==> config.mk <==
export PLATFORM = sky130hd
export DESIGN_NAME = ebr_mem_ctrl
export DESIGN_NICKNAME = d
export VERILOG_FILES = /design/src/rtl/ebr_mem_ctrl.sv
export SDC_FILE = /design/constraint.sdc
export NUM_CORES = 1
export LEC_CHECK = 0
export CAP_MARGIN = 5
export CORE_ASPECT_RATIO = 1.4
export CORE_MARGIN = 1.5
export CORE_UTILIZATION = 50
export CTS_BUF_LIST = sky130_fd_sc_hd__clkbuf_4 sky130_fd_sc_hd__clkbuf_8 sky130_fd_sc_hd__clkbuf_16
export DETAILED_ROUTE_END_ITERATION = 7
export DONT_BUFFER_PORTS = 1
export GPL_ROUTABILITY_DRIVEN = 1
export PLACE_DENSITY = 0.73
export SKIP_CTS_REPAIR_TIMING = 1
export SLEW_MARGIN = 20
export SYNTH_ARGS = -nofsm -noshare
export SYNTH_HDL_FRONTEND = slang
export SYNTH_SLANG_ARGS = --single-unit
==> constraint.sdc <==
create_clock -name clk -period 3.7 [get_ports clk]
set_input_delay 0.74 -clock clk [delete_from_list [all_inputs] [get_ports clk]]
set_output_delay 0.74 -clock clk [all_outputs]
set_load 0.01 [all_outputs]
==> src/rtl/ebr_mem_ctrl.sv <==
// CPU/loader front end for a single-port EBR: 1-cycle word stores, 2-stall loads, RMW sub-word stores.
// Optional memory-mapped LED register at LED_ADDR, enabled by defining EBR_MEM_CTRL_LED_EN.
module ebr_mem_ctrl #(
  parameter logic [31:0] LED_ADDR = 32'h2000,
  parameter int unsigned AW       = 10
) (
  input  logic          clk,
  input  logic          rst,
  input  logic [31:0]   cpu_addr,
  input  logic [31:0]   cpu_wdata,
  input  logic          cpu_memread,
  input  logic          cpu_memwrite,
  input  logic [3:0]    cpu_sign_mask,
  output logic [31:0]   cpu_rdata,
  output logic          clk_stall,
  input  logic          ldr_valid,
  output logic          ldr_ready,
  input  logic [AW-1:0] ldr_addr,
  input  logic [31:0]   ldr_wdata,
  output logic [AW-1:0] ebr_addr,
  output logic [31:0]   ebr_wdata,
  output logic          ebr_re,
  output logic          ebr_we,
  input  logic [31:0]   ebr_rdata,
  output logic [7:0]    led
);

  typedef enum logic [1:0] {StIdle, StRead, StMerge, StDone} state_e;

  state_e        r_state, w_state_next;
  logic [AW-1:0] r_addr;
  logic [1:0]    r_off;
  logic          r_sign, r_word, r_half, r_is_wr;
  logic [15:0]   r_wdata;
  logic [31:0]   r_merged, r_rdata;

  logic          w_idle, w_wr_req, w_rd_req, w_led_hit, w_unused;
  logic          w_ebr_rd, w_ebr_rmw, w_ebr_sw, w_led_rd, w_ldr_fire;
  logic [AW-1:0] w_cpu_word;
  logic [7:0]    w_byte;
  logic [15:0]   w_half;
  logic [31:0]   w_load_val, w_merge_val;

  // A simultaneous read+write request is a write.
  assign w_idle     = (r_state == StIdle);
  assign w_cpu_word = cpu_addr[AW+1:2];
  assign w_wr_req   = cpu_memwrite;
  assign w_rd_req   = cpu_memread & ~cpu_memwrite;
  assign w_ebr_sw   = w_idle & w_wr_req & ~w_led_hit & cpu_sign_mask[2];
  assign w_ebr_rmw  = w_idle & w_wr_req & ~w_led_hit & ~cpu_sign_mask[2];
  assign w_ebr_rd   = w_idle & w_rd_req & ~w_led_hit;
  assign w_led_rd   = w_idle & w_rd_req & w_led_hit;
  assign ldr_ready  = ~rst & w_idle & ~cpu_memread & ~cpu_memwrite;
  assign w_ldr_fire = ldr_valid & ldr_ready;
  assign cpu_rdata  = r_rdata;

  always_comb begin
    w_byte = ebr_rdata[{r_off, 3'b000} +: 8];
    w_half = ebr_rdata[{r_off[1], 4'b0000} +: 16];
    if (r_word) begin
      w_load_val = ebr_rdata;
    end else if (r_half) begin
      w_load_val = {{16{r_sign & w_half[15]}}, w_half};
    end else begin
      w_load_val = {{24{r_sign & w_byte[7]}}, w_byte};
    end
    w_merge_val = ebr_rdata;
    if (r_half) begin
      w_merge_val[{r_off[1], 4'b0000} +: 16] = r_wdata;
    end else begin
      w_merge_val[{r_off, 3'b000} +: 8] = r_wdata[7:0];
    end
  end

  always_comb begin
    w_state_next = r_state;
    clk_stall    = 1'b0;
    ebr_re       = 1'b0;
    ebr_we       = 1'b0;
    ebr_addr     = w_cpu_word;
    ebr_wdata    = cpu_wdata;
    unique case (r_state)
      StIdle: begin
        if (w_ebr_rd | w_ebr_rmw) begin
          ebr_re       = 1'b1;
          clk_stall    = 1'b1;
          w_state_next = StRead;
        end else if (w_ebr_sw) begin
          ebr_we = 1'b1;
        end else if (w_led_rd) begin
          w_state_next = StDone;
        end else if (w_ldr_fire) begin
          ebr_we    = 1'b1;
          ebr_addr  = ldr_addr;
          ebr_wdata = ldr_wdata;
        end
      end
      StRead: begin
        clk_stall    = 1'b1;
        w_state_next = r_is_wr ? StMerge : StDone;
      end
      StMerge: begin
        clk_stall    = 1'b1;
        ebr_we       = 1'b1;
        ebr_addr     = r_addr;
        ebr_wdata    = r_merged;
        w_state_next = StDone;
      end
      StDone: w_state_next = StIdle;
      default: w_state_next = StIdle;
    endcase
    // Reset kills any in-flight strobe, so an interrupted RMW never writes.
    if (rst) begin
      clk_stall = 1'b0;
      ebr_re    = 1'b0;
      ebr_we    = 1'b0;
    end
  end

  always_ff @(posedge clk) begin
    if (rst) begin
      r_state  <= StIdle;
      r_rdata  <= '0;
      r_addr   <= '0;
      r_off    <= '0;
      r_sign   <= 1'b0;
      r_word   <= 1'b0;
      r_half   <= 1'b0;
      r_is_wr  <= 1'b0;
      r_wdata  <= '0;
      r_merged <= '0;
    end else begin
      r_state <= w_state_next;
      if (w_ebr_rd | w_ebr_rmw) begin
        r_addr  <= w_cpu_word;
        r_off   <= cpu_addr[1:0];
        r_sign  <= cpu_sign_mask[3];
        r_word  <= cpu_sign_mask[2];
        r_half  <= cpu_sign_mask[1];
        r_is_wr <= w_wr_req;
        r_wdata <= cpu_wdata[15:0];
      end
      if (r_state == StRead) begin
        if (r_is_wr) begin
          r_merged <= w_merge_val;
        end else begin
          r_rdata <= w_load_val;
        end
      end
      if (w_led_rd) begin
        r_rdata <= {24'd0, led};
      end
    end
  end

`ifdef EBR_MEM_CTRL_LED_EN
  logic [7:0] r_led;

  assign w_led_hit = (cpu_addr == LED_ADDR);

  always_ff @(posedge clk) begin
    if (rst) begin
      r_led <= '0;
    end else if (w_idle & w_wr_req & w_led_hit) begin
      r_led <= cpu_wdata[7:0];
    end
  end

  assign led      = r_led;
  assign w_unused = cpu_sign_mask[0];
`else
  assign w_led_hit = 1'b0;
  assign led       = '0;
  assign w_unused  = ^{cpu_sign_mask[0], cpu_addr[31:AW+2], LED_ADDR};
`endif

endmodule

; ---- Word-level counts from Yosys, hierarchy flattened
; Index checks and enable logic that the tools add are counted.
; W data, S select, Z words.
[classes]
add_sub_neg = 2
n_eq_ne = 4
shifts = 6
mux = 26
bitwise = 17
reduce_logical = 4
[ops]
columns = cell, count
row1 = $mux W32, 6
row2 = $bwmux W32, 2
row3 = $pmux W32 S2, 1
row4 = $shift A16 B7 Y32 const A, 1
row5 = $shift A8 B7 Y32 const A, 1
row6 = $shiftx A16 B7 Y32, 1
row7 = $shiftx A32 B6 Y16, 1
row8 = $shiftx A32 B6 Y8, 1
row9 = $shiftx A8 B7 Y32, 1
row10 = $mux W10, 3
row11 = $pmux W10 S2, 1
row12 = $neg A5 Y7, 2
row13 = $and A1 B1 Y1, 11
row14 = $mux W1, 9
row15 = $pmux W2 S4, 1
row16 = $not A1 Y1, 5
row17 = $eq A2 B2 Y1 const B, 2
row18 = $pmux W1 S2, 2
row19 = $reduce_and A2 Y1, 2
row20 = $eq A2 B1 Y1 const B, 1
row21 = $logic_not A2 Y1, 1
row22 = $mux W2, 1
row23 = $ne A2 B1 Y1 const B, 1
row24 = $reduce_or A2 Y1, 1
row25 = $or A1 B1 Y1, 1
[word_totals]
ff_bits = 98
input_bits = 147
out_inout_bits = 86
word_cells = 69

; ---- Depth between registers and ports, before layout
[logic_depth]
word_depth = 10
mapped_depth = 9
mapped_depth_nobuf = 6

; ---- Worst setup path before layout
; Ideal clock, no wire load.
[synth_path]
path_type = in2out
startpoint = input rst
endpoint = output ebr_wdata[15]
arrival_time_ns = 1.824
required_time_ns = 2.960
setup_slack_ns = 1.136
cell_stages = 7
n_path_buf = 3
path_cell_list = buf_6 nor4b_4 and2_1 buf_4 buf_6 a22oi_1 nand2_1
[synth_via]
elab_chain_len = 9
[synth_lines]
columns = item, line
row1 = "start, declared", 8  ; input logic rst,
row2 = $not A1 Y1, 53  ; assign ldr_ready = ~rst & w_idle & ~cpu_memread & ~cpu_memwrite;
row3 = $and A1 B1 Y1 (3 in series), 53
row4 = net ldr_ready, 17  ; output logic ldr_ready,
row5 = $and A1 B1 Y1, 54  ; assign w_ldr_fire = ldr_valid & ldr_ready;
row6 = $mux W32, 92  ; end else if (w_ldr_fire) begin
row7 = $mux W32, 88  ; end else if (w_ebr_sw) begin
row8 = $mux W32, 84  ; if (w_ebr_rd | w_ebr_rmw) begin
row9 = $pmux W32 S2, 82  ; unique case (r_state)
row10 = "end, declared", 21  ; output logic [31:0] ebr_wdata,
; The timed path passes the listed nets, and every way through them passes these cells.

; ---- Worst setup path in the final report
[layout_path]
startpoint = register r_state[0]
endpoint = output ebr_wdata[25]
[layout_via]
elab_chain_len = 9
word_cells_on_any_way = 15
cone_classes = eq/ne (1) / mux (4) / bitwise (9) / reduce/logical (1)
[layout_lines]
columns = item, line
row1 = "start, declared", 30  ; state_e r_state, w_state_next;
row2 = "start signal, assigned", 122  ; r_state <= StIdle;
row3 = "start signal, assigned", 133  ; r_state <= w_state_next;
row4 = $logic_not A2 Y1, 45  ; assign w_idle = (r_state == StIdle);
row5 = $and A1 B1 Y1 (3 in series), 53
row6 = net ldr_ready, 17
row7 = $and A1 B1 Y1, 54
row8 = $mux W32, 92
row9 = $mux W32, 88
row10 = $mux W32, 84
row11 = $pmux W32 S2, 82
; The timed path passes the listed nets, and every way through them passes these cells.

==> impl_metrics.yaml <==
yosys:
  seq_area_frac_synth_pct: 34.11
  synth_area_per_cell_um2: 7.901
  synth.area.top_cells: "dfxtp_1, nand2_1, mux2_2"
  synthTopCellsByCount: "nand2_1, dfxtp_1, a21oi_1"
  synth-seq-cells: 98
  synth_top_area_share_pct: 34.11
  synth_flop_cell: "dfxtp_1"
  synthAdderAreaFrac_pct: 2.175
  synth_most_common_cell: "nand2_1"
  synth.cell_area_um2: 5752
  synthXorXnorAreaFrac_pct: 0
  synthArstFlopShare_pct: 0
  yosys.area_share.simple_pct: 19.82
  synth_top_family_by_area: "compound AO/OA/AOI/OAI gates"
  yosysWarnings: 0
  synth_area_leader_cell: "dfxtp_1"
  synth_edf_count: 0
  synth.distinct_cells: 41
  synth_cells: 728
  synth.area.mux_share_pct: 8.745
  synth_compound_area_share_pct: 27.41
min_path:
  worstHoldStart: "r_addr[9]$_SDFFE_PP0N_"
  hold_path.class: "register to register"
  min_delay_path_depth: 2
  hold_end: "r_addr[9]$_SDFFE_PP0N_"
final_layout:
  nets: 843
  diodes: 0
  syn_to_final_growth_pct: 3.415
  layout-drive-gt1-share_pct: 10.56
  utilization_pct: 52.73
  n_fill_cell: 1032
timing:
  fin_crit_ps: 3384
  rsz0062_at_grt: "false"
  slew_headroom_pct: 39.49
  fmax_mhz: 295.5
  timing.final.ws_setup_ps: 316.1
  tightest_slew_ps: 906.7
  final_max_slew_viol_count: 0
  clock_skew_ps: 5.164
  finalHoldViolations: 0
  setup_viol: 0
  period_share_pct: 91.46
  setup_tns_ps: 0
  hold_ws_ps: 453.8
run_status:
  status: "finished clean"
critical_path:
  setup.worst_path.end_class: "primary output"
  r2r_cells: 7
  timing.rr.start: "r_state[1]$_SDFFE_PP0P_"
  critPathTopFamily: "simple AND/OR/NAND/NOR gates"
  arrival_ps: 2640
  required_ps: 2960
  critPathMaxStageDelay_ps: 480
  rrSetupSlack_ps: 1120
  crit_type: "register to primary output"
  crit_buf_inv: 3
  cp_max_fo: 32
  worstReg2RegEnd: "r_merged[15]$_SDFFE_PP0P_"
  slowest_stage: "and2_1"
  startpoint_type: "register"
  worstPathCellList: "inv_1 > ha_1 > buf_4 > nor4b_4 > and2_1 > buf_12 > a22oi_1 > nand2_1"
floorplan:
  core_area_um2: 11280
  start_util_pct: 50.99
  fp-row-count: 46
  dieArea_um2: 12170
  die_h_um: 129.9
  ios: 233
  die_w_um: 93.65
grt:
  grt_usage_pct: 27.70
  grt_pass1_wl_um: 26120
  grt_pass1_vias: 4927
  grt_antenna_before_repair: 0
  grt.overflow.total: 0
  grt_max_degree: 65
cts:
  htree_levels: 3
  root_buffer: "clkbuf_16"
  tritoncts: "built"
  cts_sinks: 98
  insertion_delay_ps: 340
  cts_buffers: 9
  path_clk_slew_ps: 60
  cts_buffer_depth: 2
power_and_ir_drop:
  p_leak_nw: 2.159
  p_per_area_nw_per_um2: 657.0
  ir_worst_vdd_uv: 415.2
routing:
  drc: 0
  initialDrtViolationCount: 638
  drtPass1Iterations: 6
  vias_per_cell: 6.593
  num_vias: 5505
  routedWlPerCell_um: 21.02
  ant_nets: 0
  wirelength_um: 17550
placement:
  dp_hpwl_um: 12800
  pre_cts_ws_ps: 705.4
  place_congestion: 0.8872
  port_buffers: 0
job:
  drv_cap: 0
## worst max-delay path by stage
stage                                  from             to  slack (ps)  cells past startpoint
finish              r_state[0]$_SDFFE_PP0P_  ebr_wdata[25]         320                      8
global route        r_state[0]$_SDFFE_PP0P_  ebr_wdata[22]         170                      8
CTS                 r_state[0]$_SDFFE_PP0P_  ebr_wdata[25]         320                      8
detailed placement  r_state[0]$_SDFFE_PP0P_  ebr_wdata[25]         710                      8
global placement    r_state[0]$_SDFFE_PP0P_  ebr_wdata[25]         800                      8
floorplan                               rst  ebr_wdata[15]        1140                      7
## per-layer routing
layer / GRT usage [%] / part of all wire (%)
met1: 34.04 / 40
met4: 13.70 / 4.1
met2: 45.82 / 47
met5: 0 / 0
met3: 5.828 / 8.6
## logic make-up after synthesis
kind of cell,Yosys count
compound gates,238
other cells,1
buf+inv,80
simple gates,256
flops,98
mux,45
fa+ha+maj,10
## final cells by class
type / instances / area, um2 / share of cell area, %
clock inverter: 2 / 12.51 / 0.2103
timing repair buffer: 11 / 95.09 / 1.599
inverter: 9 / 33.78 / 0.5679
sequential: 98 / 1963 / 33.00
multi-input combinational: 557 / 3395 / 57.07
clock buffer: 14 / 269.0 / 4.523
tap: 144 / 180.2 / 3.029
## cells in the final DEF (no fill, tap or decap), types with 9 or more instances in the layout
master / synthesis / layout
a31oi_1: 9 / 9
o21ai_0: 35 / 35
a221oi_1: 32 / 32
nand2_1: 179 / 179
ha_1: 10 / 9
dfxtp_1: 98 / 97
nor2_1: 15 / 15
a22oi_1: 42 / 42
clkbuf_16: 0 / 9
o22ai_1: 24 / 24
nand3_1: 10 / 10
a21oi_1: 69 / 68
buf_4: 14 / 10
mux2i_1: 12 / 12
mux2_2: 32 / 32
nor3_1: 26 / 26
## through the flow
| stage | total power, W | std cells | instance area, um2 |
|---|---|---|---|
| global route | 0.004154 | 835 | 5948 |
| detailed placement | 0.003018 | 819 | 5667 |
| finish | 0.003908 | 835 | 5948 |
| CTS | 0.003910 | 835 | 5948 |
| global placement | 0.002949 | 819 | 5667 |
| floorplan | 0.002733 | 735 | 5778 |
## worst min-delay path, cell delays in order, from the launching register on
cell	delay [ps]
dfxtp_1	310
nand2_1	50
a21oi_1	50
## state kept, by name, indices dropped and copies added, names as in the netlist
| register | flops |
|---|---|
| r_sign | 1 |
| r_wdata | 16 |
| r_is_wr | 1 |
| r_half | 1 |
| r_word | 1 |
| cpu_rdata | 32 |
| r_off | 2 |
| r_merged | 32 |
| r_addr | 10 |
| r_state | 2 |
## power breakdown
group	internal (W)	switching (W)
Clock	0.000504	0.000389
Sequential	0.00130	0.000289
Combinational	0.000514	0.000910
Total	0.00232	0.00159
Power figures use the tool's default switching activity.
